## config.mk

```make
export PLATFORM = sky130hd
export DESIGN_NAME = pc_gen
export DESIGN_NICKNAME = d
export VERILOG_FILES = /design/src/rtl/pc_gen.sv
export SDC_FILE = /design/constraint.sdc
export NUM_CORES = 1
export LEC_CHECK = 0
export CAP_MARGIN = 20
export CORE_UTILIZATION = 40
export CTS_BUF_LIST = sky130_fd_sc_hd__clkbuf_4 sky130_fd_sc_hd__clkbuf_8 sky130_fd_sc_hd__clkbuf_16
export DETAILED_ROUTE_END_ITERATION = 8
export GPL_ROUTABILITY_DRIVEN = 0
export PLACE_DENSITY = 0.72
export SLEW_MARGIN = 15
export SYNTH_ARGS = -nofsm -noshare
export SYNTH_HDL_FRONTEND = slang
export SYNTH_SLANG_ARGS = --single-unit
```

## constraint.sdc

```tcl
create_clock -name clk -period 4.4 [get_ports clk]
set_input_delay 0.44 -clock clk [delete_from_list [all_inputs] [get_ports clk]]
set_output_delay 0.44 -clock clk [all_outputs]
set_load 0.05 [all_outputs]
```

## src/rtl/pc_gen.sv

```systemverilog
// pc_gen -- program-counter generator for the instruction-fetch stage.
//
// Drives the fetch address and the instruction-memory enable. The pc is
// steered by exception/flush redirects from ctrl, by branch redirects from
// ID, and by a one-entry pending buffer. That buffer holds a branch that
// arrives during a stall, so the branch is applied once the stall releases.
//
// Ports:
//   clk             in   rising-edge system clock
//   rst             in   asynchronous active-low reset
//   stall           in   ctrl stall bus; only stall[0] is used (1 = hold pc)
//   branch_flag_i   in   branch/jump taken this cycle
//   branch_target_i in   branch/jump target address
//   flush           in   exception/eret flush
//   new_pc          in   handler / return address, valid with flush
//   pc              out  fetch address (registered)
//   ce              out  instruction-memory enable (registered)
//   pc_misalign     out  only when PC_MISALIGN_CHECK_EN is defined:
//                        the loaded pc has pc[1:0] != 0 (registered)
//
// Optional feature macro: PC_MISALIGN_CHECK_EN

module pc_gen #(
    parameter int unsigned            ADDR_W    = 32,
    parameter int unsigned            STEP      = 4,
    parameter logic [ADDR_W-1:0]      RESET_VEC = '0,
    parameter int unsigned            STALL_W   = 6
) (
    input  logic               clk,
    input  logic               rst,
    input  logic [STALL_W-1:0] stall,
    input  logic               branch_flag_i,
    input  logic [ADDR_W-1:0]  branch_target_i,
    input  logic               flush,
    input  logic [ADDR_W-1:0]  new_pc,
    output logic [ADDR_W-1:0]  pc,
    output logic               ce
`ifdef PC_MISALIGN_CHECK_EN
    ,
    output logic               pc_misalign
`endif
);

    localparam logic [ADDR_W-1:0] STEP_V = ADDR_W'(STEP);

    typedef enum logic {
        INIT = 1'b0,
        RUN  = 1'b1
    } state_t;

    state_t            state;
    logic              pend_valid;
    logic [ADDR_W-1:0] pend_target;
    logic [ADDR_W-1:0] seq_pc;

    // Upper stall bits belong to other pipeline stages.
    logic unused_stall;
    assign unused_stall = ^stall;

    // Sequential successor; the add wraps modulo 2^ADDR_W.
    assign seq_pc = pc + STEP_V;

    always_ff @(posedge clk or negedge rst) begin
        if (!rst) begin
            state       <= INIT;
            ce          <= 1'b0;
            pc          <= RESET_VEC;
            pend_valid  <= 1'b0;
            pend_target <= '0;
`ifdef PC_MISALIGN_CHECK_EN
            pc_misalign <= 1'b0;
`endif
        end else begin
            case (state)
                INIT: begin
                    // The first fetch after reset is RESET_VEC. ce rises
                    // together with it.
                    state      <= RUN;
                    ce         <= 1'b1;
                    pc         <= RESET_VEC;
                    pend_valid <= 1'b0;
`ifdef PC_MISALIGN_CHECK_EN
                    pc_misalign <= |RESET_VEC[1:0];
`endif
                end
                RUN: begin
                    ce <= 1'b1;
                    if (flush) begin
                        pc         <= new_pc;
                        pend_valid <= 1'b0;
`ifdef PC_MISALIGN_CHECK_EN
                        pc_misalign <= |new_pc[1:0];
`endif
                    end else if (stall[0]) begin
                        // pc holds. A branch seen now is parked, and a
                        // newer branch replaces an older parked one.
                        if (branch_flag_i) begin
                            pend_target <= branch_target_i;
                            pend_valid  <= 1'b1;
                        end
                    end else if (branch_flag_i) begin
                        pc         <= branch_target_i;
                        pend_valid <= 1'b0;
`ifdef PC_MISALIGN_CHECK_EN
                        pc_misalign <= |branch_target_i[1:0];
`endif
                    end else if (pend_valid) begin
                        pc         <= pend_target;
                        pend_valid <= 1'b0;
`ifdef PC_MISALIGN_CHECK_EN
                        pc_misalign <= |pend_target[1:0];
`endif
                    end else begin
                        pc <= seq_pc;
`ifdef PC_MISALIGN_CHECK_EN
                        pc_misalign <= |seq_pc[1:0];
`endif
                    end
                end
                default: begin
                    state <= INIT;
                    ce    <= 1'b0;
                    pc    <= RESET_VEC;
                end
            endcase
        end
    end

endmodule
```

==> flow_summary_export.csv <==
group,metric,value,unit
cts,cts-root-buf,"clkbuf_8",
layout,final_cell_mix,"clkdlybuf4s50_1, dfrtp_1, a21oi_1",
synthesis,synth_area_leaders,"dfrtp_1, mux2_1, a21oi_1",
layout,mostFrequentLayoutCell,"clkdlybuf4s50_1",
layout,fin_nets,593,
timing,post-route-period-util,0.612,
timing,finalHoldViolations,0,
timing,hold_slack,0.00404,ns
detailed_routing,drtAntennaViolNets,0,
layout,nFillCells,886,
synthesis,synth_area,0.00402,mm^2
cts,cts_buffers,9,
synthesis,avgSynthCellArea,9.28,um^2
detailed_routing,routed_wl,12300,um
global_routing,antenna_found_initial,0,
pwr,p_leak,2.10,nW
timing,worstMarginPinSlew,0.988,ns
critical_path,crit_start,"flush",
place,hpwlAfterDp,8400,um
synthesis,synth_top_cell_area_share,0.411,
synthesis,yosys.area_share.simple,0.167,
synthesis,ys_seq_elements,66,
critical_path,r2r-start,"pend_valid",
detailed_routing,routedWlPerCell,18.8,um
cts,clock_tree.htree_level_count,3,
synthesis,synth.area.mux_share,0.115,
timing,skew,0.00941,ns
synthesis,async_flop_share,1.00,
critical_path,worstPathMaxFanout,40,
cts,ctsResizeCount,0,
critical_path,cp_slowest_stage_delay,0.45,ns
floorplan,rows,36,
min_path,hp-class,"in2async",
critical_path,cp_slowest_cell,"clkdlybuf4s50_1",
detailed_routing,drc,0,
timing,slew_headroom,0.340,
global_routing,grt_pass1_wl,19200,um
floorplan,die_w,102,um
synthesis,synth_top_family_by_area,"compound AO/OA/AOI/OAI gates",
timing,clock.fmax,0.371,GHz
layout,seq_area,0.00165,mm^2
critical_path,end_kind,"flip-flop",
global_routing,groute.usage.overall,0.242,
detailed_routing,firstDrtPassIters,7,
synthesis,synth_fa_ha_area_frac,0.00311,
cts,clkSinkCount,66,
floorplan,fp.dieH,102,um
run_status,status,"finished clean",
synthesis,ys.flop_type,"dfrtp_1",
synthesis,syn_inst,433,
critical_path,cp_common_cell,"buf_4",
cts,clk_pin_slew,0.08,ns
cts,cts_hold_buffers,0,
critical_path,cp-start-kind,"primary input",
global_routing,grt-ovfl-total,0,
cts,cts_tree,"done",
global_routing,grt_pass1_vias,3744,
global_routing,grt_max_degree,43,
synthesis,synth_top_cell_by_area,"dfrtp_1",
critical_path,cp_data_required_time,4.62,ns
cts,clkLatencyLatePin,0.34,ns
cts,post_cts_buffers,0,
timing,drv_slew,0,
critical_path,crit_type,"in2reg",
floorplan,core_area,0.00977,mm^2
layout,drive_gt1_frac,0.0670,
synthesis,synth_xor_area_frac,0.0196,
layout,multi_input_area,0.00218,mm^2
synthesis,ys_types,61,
synthesis,syn-num-nets,508,
place,io_buffers,101,
pwr,ir_drop,192,uV
synthesis,synth-compound-area-share,0.238,
timing,fin_crit,2.69,ns
detailed_routing,viasPerCell,5.95,
synthesis,ys_seq_area_frac,0.411,
floorplan,boundaryPins,107,
detailed_routing,vias,3900,
job,cap_violations,0,
floorplan,start_util,0.411,
critical_path,critPathArrivalTime,2.91,ns
layout,area_delta_synth_final,32.2,%
timing,finalSetupViolCount,0,
cts,cts_max_path_buffers,2,
layout,diodes,0,
timing,fin_tns_setup,0,ns
synthesis,synth_warnings,0,
pwr,powerDensity,328,mW/mm^2
detailed_routing,drt_iter0_markers,230,
timing,rsz0062_at_grt,"no",
critical_path,worstPathCellList,"clkdlybuf4s50_1 -> buf_4 -> nor2b_1 -> and2_1 -> nand2_1 -> buf_4 -> mux2_1",
synthesis,synth-edff-count,0,
floorplan,die_area,0.0105,mm^2
## final timing paths
kind / end / slack (ns) / cells after the start
max: pend_target[11] / 1.71 / 7
min: pend_target[19] / 0.004 / 1
max reg2reg: pc[1] / 2.15 / 4
max in group asynchronous: pend_target[0] / 3.71 / 2
min reg2reg: pend_target[9] / 0.49 / 1
min in group clk: pend_target[9] / 0.49 / 1
## flip-flops by register name, summed over array words and instances, names as in the netlist
register / cells
pend_target: 32
state: 1
pend_valid: 1
pc: 32
## synth_stat cells (5+ instances only)
cell type	instances
dfrtp_1	66
a21oi_1	45
nand2_1	41
mux2_1	31
o21ai_1	20
clkbuf_1	17
o211ai_1	17
nand3_1	14
nor2_1	14
o22ai_1	13
o21ai_0	12
a221oi_1	9
mux2i_1	9
nand4_1	9
buf_2	8
and3_1	6
and4_1	6
buf_4	5
nor3_1	5
xnor2_1	5
## kinds of logic after synthesis
family | count (synthesis)
adder cells (fa/ha/maj) | 1
AO/OA/AOI/OAI | 149
AND/OR/NAND/NOR | 124
XOR/XNOR | 9
other | 1
buffers and inverters | 41
multiplexers | 42
flip-flops | 66
## metal layers
layer,track usage,vias to the layer above,wire length (um)
met5,0,-,0
met4,0.0956,0,231
met3,0.0417,20,869
met2,0.394,169,5960
met1,0.322,1911,5240
li1,-,1800,-
## worst max-delay path: cells and delay by family
family,cells,cell delay (ns)
buffers and inverters,3,1.28
muxes,1,0.37
and+or+nand+nor,3,0.81
## power by group
part	switching (mW)	total (mW)	internal (mW)	leakage [nW]
Sequential	0.0731	0.767	0.694	0.828
Combinational	0.224	0.410	0.186	1.16
Clock	0.231	0.565	0.335	0.111
Total	0.528	1.74	1.21	2.10
## final cells by class
type / instances / share of cell area
Timing Repair Buffer: 108 / 0.202
Clock buffer: 12 / 0.0276
Tap cell: 133 / 0.0313
Inverter: 7 / 0.00495
Sequential cell: 66 / 0.311
Clock inverter: 3 / 0.0122
Multi-Input combinational cell: 326 / 0.411
## per-stage QoR
step           cell area [um^2]  setup slack, ns  power [mW]   util  instances
4_1_cts                    5290             1.73        1.74  0.541        654
2_1_floorplan              4020             2.23       0.999      -        433
3_5_place_dp               5080             1.37        1.18  0.520        639
5_1_grt                    5310             1.62        1.82  0.543        655
6_report                   5310             1.71        1.74  0.543        655
3_3_place_gp               5080             1.42        1.17  0.520        639
Note: power is estimated with default switching activity, not from simulation.
